`src/rtl/phase_controller.sv`:
```
// phase_controller: one-hot instruction phase sequencer for the CPU datapath.
// Drives PH1..PH8 (phase[7]..phase[0]), owns the memory request handshake,
// counts execute cycles and recovers from traps, halts, memory timeouts and
// corrupted (non-one-hot) state.
module phase_controller #(
    parameter int EXEC_W      = 4,
    parameter int COUNT_W     = 16,
    parameter int MEM_TIMEOUT = 64
) (
    input  logic               clock,
    input  logic               reset_n,
    input  logic               run,
    input  logic               halt_req,
    input  logic               irq,
    input  logic               mem_ack,
    input  logic               need_op,
    input  logic               indirect,
    input  logic [EXEC_W-1:0]  exec_len,
    input  logic               wb_en,
    output logic [7:0]         phase,
    output logic               mem_req,
    output logic               busy,
    output logic               trap,
    output logic               mem_fault,
    output logic               illegal,
    output logic [COUNT_W-1:0] instr_count
);

    // Wait counter only has to reach MEM_TIMEOUT-1 before the phase is abandoned.
    localparam int WAIT_W = $clog2(MEM_TIMEOUT);

    typedef enum logic [7:0] {
        PH1 = 8'h80,  // fetch
        PH2 = 8'h40,  // decode
        PH3 = 8'h20,  // operand
        PH4 = 8'h10,  // indirect
        PH5 = 8'h08,  // execute
        PH6 = 8'h04,  // writeback
        PH7 = 8'h02,  // trap
        PH8 = 8'h01   // halt
    } phase_e;

    // True when exactly one bit of the phase vector is set.
    function automatic logic is_onehot(input logic [7:0] v);
        return (v != 8'h00) && ((v & (v - 8'h01)) == 8'h00);
    endfunction

    // The state register is plain logic rather than phase_e so that it can
    // hold (and we can detect) a corrupted, non-one-hot value.
    logic [7:0]         state_r;
    phase_e             next_s;
    phase_e             boundary_next_s;
    logic [EXEC_W-1:0]  exec_cnt_r;
    logic [WAIT_W-1:0]  wait_cnt_r;
    logic [COUNT_W-1:0] count_r;
    logic               mem_fault_r;
    logic               illegal_r;
    logic               wait_hit_s;
    logic               mem_phase_s;
    logic               boundary_s;
    logic               timeout_s;
    logic               set_illegal_s;
    logic               clear_flags_s;

    assign wait_hit_s  = (wait_cnt_r == WAIT_W'(MEM_TIMEOUT - 1));
    assign mem_phase_s = state_r[7] | state_r[5] | state_r[4];

    // Next-state and event decode; boundary target is resolved by priority halt > irq > fetch.
    always_comb begin
        next_s          = PH8;
        boundary_s      = 1'b0;
        timeout_s       = 1'b0;
        set_illegal_s   = 1'b0;
        clear_flags_s   = 1'b0;
        boundary_next_s = halt_req ? PH8 : (irq ? PH7 : PH1);
        case (state_r)
            PH8: begin
                if (run) begin
                    next_s        = PH1;
                    clear_flags_s = 1'b1;
                end else begin
                    next_s = PH8;
                end
            end
            PH1: begin
                if (mem_ack) begin
                    next_s = PH2;
                end else if (wait_hit_s) begin
                    next_s    = PH7;
                    timeout_s = 1'b1;
                end else begin
                    next_s = PH1;
                end
            end
            PH2: begin
                next_s = need_op ? PH3 : PH5;
            end
            PH3: begin
                if (mem_ack) begin
                    next_s = indirect ? PH4 : PH5;
                end else if (wait_hit_s) begin
                    next_s    = PH7;
                    timeout_s = 1'b1;
                end else begin
                    next_s = PH3;
                end
            end
            PH4: begin
                if (mem_ack) begin
                    next_s = PH5;
                end else if (wait_hit_s) begin
                    next_s    = PH7;
                    timeout_s = 1'b1;
                end else begin
                    next_s = PH4;
                end
            end
            PH5: begin
                if (exec_cnt_r == '0) begin
                    if (wb_en) begin
                        next_s = PH6;
                    end else begin
                        next_s     = boundary_next_s;
                        boundary_s = 1'b1;
                    end
                end else begin
                    next_s = PH5;
                end
            end
            PH6: begin
                next_s     = boundary_next_s;
                boundary_s = 1'b1;
            end
            PH7: begin
                next_s = halt_req ? PH8 : PH1;
            end
            default: begin
                next_s        = PH8;
                set_illegal_s = 1'b1;
            end
        endcase
    end

    // Phase register.
    always_ff @(posedge clock or negedge reset_n) begin
        if (!reset_n) begin
            state_r <= PH8;
        end else begin
            state_r <= next_s;
        end
    end

    // Execute counter: loaded in decode, counts down to zero through execute.
    always_ff @(posedge clock or negedge reset_n) begin
        if (!reset_n) begin
            exec_cnt_r <= '0;
        end else if (state_r == PH2) begin
            exec_cnt_r <= exec_len;
        end else if ((state_r == PH5) && (exec_cnt_r != '0)) begin
            exec_cnt_r <= exec_cnt_r - EXEC_W'(1);
        end else begin
            exec_cnt_r <= exec_cnt_r;
        end
    end

    // Memory wait counter: runs only while a memory phase is held waiting, zero on any phase change.
    always_ff @(posedge clock or negedge reset_n) begin
        if (!reset_n) begin
            wait_cnt_r <= '0;
        end else if (mem_phase_s && !mem_ack && (next_s == state_r)) begin
            wait_cnt_r <= wait_cnt_r + WAIT_W'(1);
        end else begin
            wait_cnt_r <= '0;
        end
    end

    // Sticky fault flags, cleared only when leaving HALT on run.
    always_ff @(posedge clock or negedge reset_n) begin
        if (!reset_n) begin
            mem_fault_r <= 1'b0;
            illegal_r   <= 1'b0;
        end else if (clear_flags_s) begin
            mem_fault_r <= 1'b0;
            illegal_r   <= 1'b0;
        end else begin
            mem_fault_r <= mem_fault_r | timeout_s;
            illegal_r   <= illegal_r | set_illegal_s;
        end
    end

    // Retired-instruction counter, bumped on every instruction boundary.
    always_ff @(posedge clock or negedge reset_n) begin
        if (!reset_n) begin
            count_r <= '0;
        end else if (boundary_s) begin
            count_r <= count_r + COUNT_W'(1);
        end else begin
            count_r <= count_r;
        end
    end

    // All outputs decode straight from registers, so they carry no glitches.
    assign phase       = state_r;
    assign mem_req     = mem_phase_s;
    assign busy        = (state_r != PH8);
    assign trap        = (state_r == PH7);
    assign mem_fault   = mem_fault_r;
    assign illegal     = illegal_r;
    assign instr_count = count_r;

endmodule

```
`config.mk`:
```
export PLATFORM = sky130hd
export DESIGN_NAME = phase_controller
export DESIGN_NICKNAME = d
export VERILOG_FILES = /design/src/rtl/phase_controller.sv
export SDC_FILE = /design/constraint.sdc
export NUM_CORES = 1
export LEC_CHECK = 0
export CORE_ASPECT_RATIO = 1.5
export CORE_MARGIN = 10
export CORE_UTILIZATION = 46
export DETAILED_ROUTE_END_ITERATION = 7
export PLACE_DENSITY = 0.8
export SLEW_MARGIN = 25
export SYNTH_ARGS = -nofsm -noshare
export SYNTH_HDL_FRONTEND = slang
export SYNTH_SLANG_ARGS = --single-unit
```
`constraint.sdc`:
```
create_clock -name clock -period 2.35 [get_ports clock]
set_input_delay 0.47 -clock clock [delete_from_list [all_inputs] [get_ports clock]]
set_output_delay 0.47 -clock clock [all_outputs]
set_load 0.005 [all_outputs]
```
==> flow_metrics.env <==
export IMPL_synth_area_mm2=0.00208
export IMPL_pwr_density_cell_mw_per_mm2=797
export IMPL_holdPathEnd="wait_cnt_r[0]"
export IMPL_yosysMostFrequentCell="dfrtp_1"
export IMPL_syn_avg_cell_area_um2=10.4
export IMPL_critPathCaptureType="flip-flop"
export IMPL_cpMostUsedCell="buf_4"
export IMPL_yosysWarnings=0
export IMPL_r2r_slack_ns=-0.03
export IMPL_yosysSeqAreaShare=0.434
export IMPL_synthTopCellsByArea="dfrtp_1 (42%), xnor2_1 (5.9%), xor2_1 (4.2%), nor2_1 (3.3%), nor3_1 (2.7%)"
export IMPL_dp_cells=303
export IMPL_place_area_mm2=0.00264
export IMPL_setup_slack_ns=-0.0257
export IMPL_r2r_end="wait_cnt_r[4]"
export IMPL_grt_pass1_wl_mm=8.84
export IMPL_yosys_area_top_type="dfrtp_1"
export IMPL_die_w_um=74.9
export IMPL_ant_nets=0
export IMPL_portBuffers=41
export IMPL_drtIter0Drc=111
export IMPL_cts_tree="done"
export IMPL_drc=0
export IMPL_status="finished with violations"
export IMPL_crit_type="reg2reg"
export IMPL_synthTopCellsByCount="dfrtp_1 (35), nor2_1 (18), nand2_1 (14), xnor2_1 (14), nor3_1 (11)"
export IMPL_io_pins=42
export IMPL_area_growth_pct=40.1
export IMPL_cp_arrival_ns=2.56
export IMPL_firstDrtPassIters=4
export IMPL_core_mm2=0.00432
export IMPL_violations="negative setup slack"
export IMPL_design_area_mm2=0.00291
export IMPL_rows=29
export IMPL_synth_distinct_cells=55
export IMPL_synth_edf_count=0
export IMPL_path_cells="buf_4, nor4_4, nand2_1, buf_4, buf_4, buf_4, buf_4, buf_4, nor2_2, o31a_1, buf_4, nor4_4"
export IMPL_max_freq_ghz=0.421
export IMPL_yosysTopAreaCellShare=0.422
export IMPL_crit_slowest_cell="dfrtp_2"
export IMPL_crit_fanout=4
export IMPL_ys_ff_latch=36
export IMPL_clk_latency_ns=0.30
export IMPL_drv_slew=0
export IMPL_hold_depth=1
export IMPL_cts_buffer_depth=2
export IMPL_grt_max_degree=37
export IMPL_ir_worst_vdd_mv=0.842
export IMPL_cts_hold_buf=0
export IMPL_clock_sinks=36
export IMPL_reg2regPathDepth=12
export IMPL_place_ws_ns=-0.459
export IMPL_antenna_found_initial=0
export IMPL_dp_hpwl_mm=3.80
export IMPL_final_cell_count_no_fill=326
export IMPL_place_gp_congestion=0.814
export IMPL_cpPeakStageDelay_ns=0.43
export IMPL_root_buffer="clkbuf_8"
export IMPL_min_period_ns=2.38
export IMPL_r2r_start="phase[7]"
export IMPL_num_antenna_cells=0
export IMPL_synth_nets=216
export IMPL_grt_pass1_vias=1896
export IMPL_cp_start_kind="flip-flop"
export IMPL_synth_flop_cell="dfrtp_1"
export IMPL_routed_wl_mm=5.72
export IMPL_slew_headroom=0.645
export IMPL_cp_required_ns=2.53
export IMPL_nets=296
export IMPL_overflow=0
export IMPL_p_leak_uw=0.00128
export IMPL_min_period_over_period=1.01
export IMPL_dieArea_mm2=0.00766
export IMPL_htree_levels=2
export IMPL_numCtsBuffers=5
export IMPL_die_h_um=102
export IMPL_multi_input_area_mm2=0.00111
export IMPL_skew_ns=0.00568
export IMPL_final_seq_area_um2=905
export IMPL_async_reset_ff_frac=1.00
export IMPL_route_detailed_wl_per_inst_um=17.5
export IMPL_rsz0062_at_grt="yes"
export IMPL_drive_gt1_frac=0.275
export IMPL_post_drt_via_cell_ratio=5.70
export IMPL_setup_viol=3
export IMPL_grt_util_all_layers=0.147
export IMPL_tightest_slew_ns=0.531
export IMPL_clkTransAtPathRegs_ns=0.08
export IMPL_syn_inst=199
export IMPL_n_fill_cell=334
export IMPL_hold_class="reg2reg"
export IMPL_via_count=1858
export IMPL_hold_viol=0
export IMPL_timing_max_cap_violations=0
export IMPL_start_util=0.481
export IMPL_hp_start="wait_cnt_r[0]"
[through the flow]
stage               setup TNS (ns)  hold WS, ns   util  power [uW]
floorplan                 -0.00166        0.174      -        1300
global placement             -2.32        0.459  0.612        1560
detailed placement           -2.65        0.467  0.612        1580
CTS                              0        0.474  0.665        2230
global route                -0.365        0.500  0.674        2440
finish                     -0.0647        0.483  0.674        2320
[registers in the layout (all words and copies together) (netlist names)]
name         cells
mem_fault        1
phase            8
illegal          1
exec_cnt_r       4
instr_count     16
wait_cnt_r       6
[critical path: cells and delay by family (launching register included)]
kind,cells,cell delay (ns)
AOI/OAI and AO/OA,1,0.18
buffers and inverters,7,0.96
DFF,1,0.43
and+or+nand+nor,4,0.70
[repair_timing]
action,in CTS,in global routing
setup buffers,13,2
resized for setup,11,8
endpoints found under the setup margin,9,7
gates cloned,0,0
pin swaps,7,5
[worst max path at each step]
stage / from / end / slack, ns / depth (start not counted)
3_3_place_gp: mem_ack / wait_cnt_r[3] / -0.38 / 7
4_1_cts: phase[7] / mem_req / 0.08 / 5
6_report: phase[7] / wait_cnt_r[4] / -0.03 / 12
3_5_place_dp: mem_ack / wait_cnt_r[4] / -0.46 / 7
2_1_floorplan: mem_ack / wait_cnt_r[0] / -0.002 / 7
5_1_grt: phase[7] / wait_cnt_r[4] / -0.07 / 12
[per-layer routing]
metal,share of wire,GRT usage,vias to the layer above,wire [um]
met1,0.39,0.157,899,2210
met5,0,0,-,0
met4,0.026,0.0716,0,146
met3,0.059,0.0388,19,337
met2,0.53,0.260,66,3020
li1,-,-,874,-
[cell type report]
| class | instances | area share |
|---|---|---|
| inverter | 9 | 0.0116 |
| tap | 46 | 0.0198 |
| sequential | 36 | 0.311 |
| multi-input combinational | 147 | 0.383 |
| clock inverter | 3 | 0.00645 |
| clock buffer | 5 | 0.0237 |
| timing repair buffer | 80 | 0.245 |
[power breakdown]
part	total, uW	switching, uW	internal [uW]
Clock	451	244	207
Sequential	761	60.8	700
Combinational	1110	535	571
Total	2320	840	1480
[cells in the final DEF, fill, tap and decap left out, types with 5 or more instances in the layout]
cell type	n
nand2_1	14
clkdlybuf4s50_1	38
buf_4	37
inv_1	9
nor2_1	16
clkbuf_8	5
xnor2_1	14
nand3_1	9
dfrtp_1	33
xor2_1	10
nor3_1	8
[cells by family (layout without fill, tap and decap cells)]
| family | Yosys count | after routing | share of synthesized area |
|---|---|---|---|
| AOI/OAI and AO/OA | 25 | 25 | 0.0988 |
| buffers and inverters | 16 | 97 | 0.0614 |
| xor gates and xnor gates | 24 | 24 | 0.101 |
| DFF | 36 | 36 | 0.434 |
| muxes | 1 | 1 | 0.00542 |
| adders and majority gates | 4 | 4 | 0.0241 |
| and+or+nand+nor | 93 | 93 | 0.275 |
Note: power is estimated with default switching activity, not from simulation.
==> patch 1: new RTL, config.mk and constraints unchanged <==
The parameter `EXEC_W` goes from 4 to 5.
--- a/src/rtl/phase_controller.sv
+++ b/src/rtl/phase_controller.sv
@@ -4,5 +4,5 @@
 // corrupted (non-one-hot) state.
 module phase_controller #(
-    parameter int EXEC_W      = 4,
+    parameter int EXEC_W      = 5,
     parameter int COUNT_W     = 16,
     parameter int MEM_TIMEOUT = 64
Ports: changed (resized exec_len); port bits go from 42 to 43. No check against the original RTL was run, so the function may have changed too.
==> patch 1 against the original RTL <==
- cell area increased by 2.0%
- worst hold slack got worse by 0.0088 ns
- sequential cell count grew 1
- maximum frequency up 4.5%
- wire length down 5.2%
- area after synthesis is 2.8% higher
- cell count up 5.5%
- power increased by 4.3%
- worst setup slack improved by 0.10 ns
==> patch 1: results (changes against the original RTL) <==
- Run status: completed (was finished with violations)
- Largest net degree at the start of global routing: 38 (was 37)
- Number of warnings reported in the yosys synthesis log: 0 (unchanged)
- Count of input and output buffers: 42 (was 41)
- Cell at the slowest stage of the critical path: or4_1 (was dfrtp_2)
- Synth area leaders: dfrtp_1 42%, xnor2_1 7.8%, nand2_1 4.6% (was dfrtp_1 42%, xnor2_1 5.9%, xor2_1 4.2%)
- Net count after synthesis: 248 (was 216)
- Final Hold Slack: 0.4739 ns (was 0.4827 ns)
- Wire length of the first global-routing pass: 8.790 mm (was 8.838 mm)
- Final HPWL from detailed placement: 4.050 mm (was 3.799 mm)
- Worst slew margin relative to its limit: 0.5707 (was 0.6454)
- Last weighted congestion value of the routability-driven placer: 0.8984 (was 0.8142)
- Filler cell count: 348 (was 334)
- Number of library cell types mapped by synthesis: 44 (was 55)
- Endpoint of the worst hold-timing path: instr_count[15] (was wait_cnt_r[0])
- Fraction of registers with async set/reset: 1.000 (unchanged)
- Via Count: 1987 (was 1858)
- Critical-path maximum fanout: 2 (was 4)
- Clk_skew: 0.009542 ns (was 0.005676 ns)
- Ratio of cells with drive above 1 in the final layout: 0.1757 (was 0.2750)
- Net count, final: 313 (was 296)
- Top post-synthesis cells by count: 36 x dfrtp_1, 26 x nand2_1, 19 x xnor2_1 (was 35 x dfrtp_1, 18 x nor2_1, 14 x nand2_1, 14 x xnor2_1, 11 x nor3_1)
- Setup slack of the worst register-to-register path: 0.09 ns (was -0.03 ns)
- Worst ir drop on vdd: 0.5136 mV (was 0.8420 mV)
- Cell count of the worst reg-to-reg path: 6 (was 12)
- Share of synthesized area occupied by flip-flops and latches: 0.4343 (about the same)
- Total routing resource utilization after global routing: 0.1419 (was 0.1475)
- Clock transition time at the flip-flop clock pins of the worst setup and hold paths: 0.08 ns (about the same)
- Routed Wire Length: 5.424 mm (was 5.721 mm)
- Critical path's top delay family: simple AND/OR/NAND/NOR gates (was buffers and inverters)
- Delay of the slowest cell on the worst path: 0.58 ns (was 0.43 ns)
- Lkg Pwr: 1.263 nW (was 1.281 nW)
- Source of the worst register-to-register timing path: phase[5] (was phase[7])
- Worst reg2reg endpoint: wait_cnt_r[2] (was wait_cnt_r[4])
- Initial DRC Count: 82 (was 111)
- Arrival @ worst endpoint: 1.80 ns (was 2.56 ns)
- Total number of H-tree levels: 2 (unchanged)
- Hold wc startpoint: instr_count[15] (was wait_cnt_r[0])
patch 1: repair_timing:
item / in CTS / in global routing
cloned: 0 / 0
setup buffers: 0 / 1
resized for setup: 6 / 7
endpoints found under the setup margin: 6 / 6
pin swaps: 2 / 7
patch 1: stage by stage:
step                        util  instances  setup WS, ns  setup TNS, ns  area [um2]
after floorplan                -        230        0.1305              0        2135
after global placement    0.6122        335      -0.07492        -0.4676        2758
after detailed placement  0.6122        335       -0.1682        -0.8912        2758
after CTS                 0.6467        343       0.04006              0        2913
after global routing      0.6586        344      -0.03179       -0.05695        2967
final                     0.6586        344       0.07722              0        2967
patch 1: cells by family (layout without fill, tap and decap cells):
family,after synthesis,in the layout,share of synthesized area
muxes,1,1,0.005275
and+or+nand+nor,110,110,0.2913
buffers and inverters,22,88,0.04220
adders and majority gates,4,4,0.02345
xor gates and xnor gates,26,26,0.1067
AOI/OAI and AO/OA,30,30,0.09672
DFF,37,37,0.4343
patch 1: worst max path at each step:
stage	from	endpoint	slack [ns]	cells past startpoint
global route	phase[5]	wait_cnt_r[2]	-0.03	6
CTS	exec_cnt_r[0]	wait_cnt_r[3]	0.04	7
floorplan	exec_cnt_r[0]	instr_count[14]	0.13	8
global placement	wb_en	wait_cnt_r[3]	-0.07	6
detailed placement	wb_en	wait_cnt_r[3]	-0.17	6
finish	phase[4]	trap	0.08	3
patch 1: layout make-up:
type,count,area share
clock buffer,5,0.02320
inverter,12,0.01518
multi-input combinational,171,0.3990
clock inverter,3,0.02320
sequential,37,0.3125
timing repair buffer,68,0.2067
tap,48,0.02024
patch 1: layer usage:
layer	global-route usage	routed length [um]	vias up
met5	0	0	-
met4	0.07030	169	0
met3	0.03152	332	15
met2	0.2449	2729	58
met1	0.1579	2193	955
li1	-	-	959
patch 1: report_power, final:
group	internal [mW]	total (mW)	switching, mW
clock network	0.427	0.667	0.240
registers	0.721	0.799	0.0789
logic	0.443	0.951	0.508
==> patch 2: new RTL, config.mk and constraints unchanged <==
Without the edit above. Put one more register stage on the output `instr_count`, cleared by the reset. The value now appears one clock later. The other outputs are not delayed to match.
--- a/src/rtl/phase_controller.sv
+++ b/src/rtl/phase_controller.sv
@@ -207,5 +207,11 @@
     assign mem_fault   = mem_fault_r;
     assign illegal     = illegal_r;
-    assign instr_count = count_r;
+    always_ff @(posedge clock or negedge reset_n) begin
+        if (!reset_n) begin
+            instr_count <= '0;
+        end else begin
+            instr_count <= count_r;
+        end
+    end
 
 endmodule
Behaviour: not the same (Yosys sat finds a counterexample within 10 cycles, from zero or initial values and one cycle with reset_n low).
==> patch 2 against the original RTL <==
- register-to-register slack better by 0.32 ns
- power up 4.8%
- sequential cell count up 16
- via count up 4.6%
- clock skew up 0.0063 ns
- wire length down 3.1%
- count of clock-buffer cells in the layout unchanged
- clock power up 19%
- cell area up 8.3%
- worst setup slack better by 0.082 ns
- area after synthesis up 21%
- sequential share of layout area up 10 points
==> patch 2: results (changes against the original RTL) <==
- Run status: completed (was finished with violations)
- Arrival @ worst endpoint: 1.82 ns (was 2.56 ns)
- Post-placement setup slack: -0.06594 ns (was -0.4594 ns)
- Worst slew margin relative to its limit: 0.5758 (was 0.6454)
- Count of placed standard cells in the final layout, fillers left out: 349 (was 326)
- Via count of the first global-routing pass: 1959 (was 1896)
- Count of placed standard cells including taps: 340 (was 303)
- Critical path's top delay family: simple AND/OR/NAND/NOR gates (was buffers and inverters)
- Synth area leaders: dfrtp_1 51%, xor2_1 5.6%, nor4_1 2.2% (was dfrtp_1 42%, xnor2_1 5.9%, xor2_1 4.2%)
- Number of library cell types mapped by synthesis: 51 (was 55)
- Global Route met1 Usage: 0.1527 (was 0.1566)
- Clock transition time at the flip-flop clock pins of the worst setup and hold paths: 0.10 ns (was 0.08 ns)
- Filler cell count: 442 (was 334)
- Total routing resource utilization after global routing: 0.1280 (was 0.1475)
- Net count after synthesis: 246 (was 216)
- Adder and majority gate portion of the synthesized area: 0.01988 (was 0.02410)
- Ratio of cells with drive above 1 in the final layout: 0.1530 (was 0.2750)
- Placement-stage cell area: 3035 um2 (was 2644 um2)
- Cell at the slowest stage of the critical path: or4_4 (was dfrtp_2)
- Routed Wire Length: 5.545 mm (was 5.721 mm)
- Lkg Pwr: 1.404 nW (was 1.281 nW)
- Largest net degree at the start of global routing: 53 (was 37)
- Destination of the critical timing path: trap (was wait_cnt_r[4])
- Critical-path maximum fanout: 2 (was 4)
- Xor and xnor area share after synthesis: 0.07654 (was 0.1012)
[patch 2: cell types whose count changed after synthesis, moves of 4 or more]
cell      delta
a221oi_1     +6
dfrtp_1     +16
nor4_1       +5
o21ai_0      +7
xnor2_1      -8
nor3_1       -5
clkbuf_1     +4
xor2_1       +6
nor2_1      -11
[patch 2: report_power, final]
group / internal [mW] / switching (mW) / leakage (nW)
combinational: 0.389 / 0.443 / 0.657
sequential: 0.979 / 0.0814 / 0.696
clock: 0.225 / 0.313 / 0.0511
total: 1.59 / 0.838 / 1.40
[patch 2: cell type report]
cell class                      instances  share of cell area
Sequential cell                        52              0.4134
Multi-Input combinational cell        156              0.3602
Timing Repair Buffer                   53              0.1541
Tap cell                               68             0.02701
Clock buffer                            5             0.02184
Inverter                               12             0.01430
Clock inverter                          3            0.009134
[patch 2: layer usage]
metal  vias to the layer above  share of wire
met2                        35           0.52
met3                         8          0.051
met4                         0          0.011
li1                        930              -
met5                         -              0
met1                       970           0.41
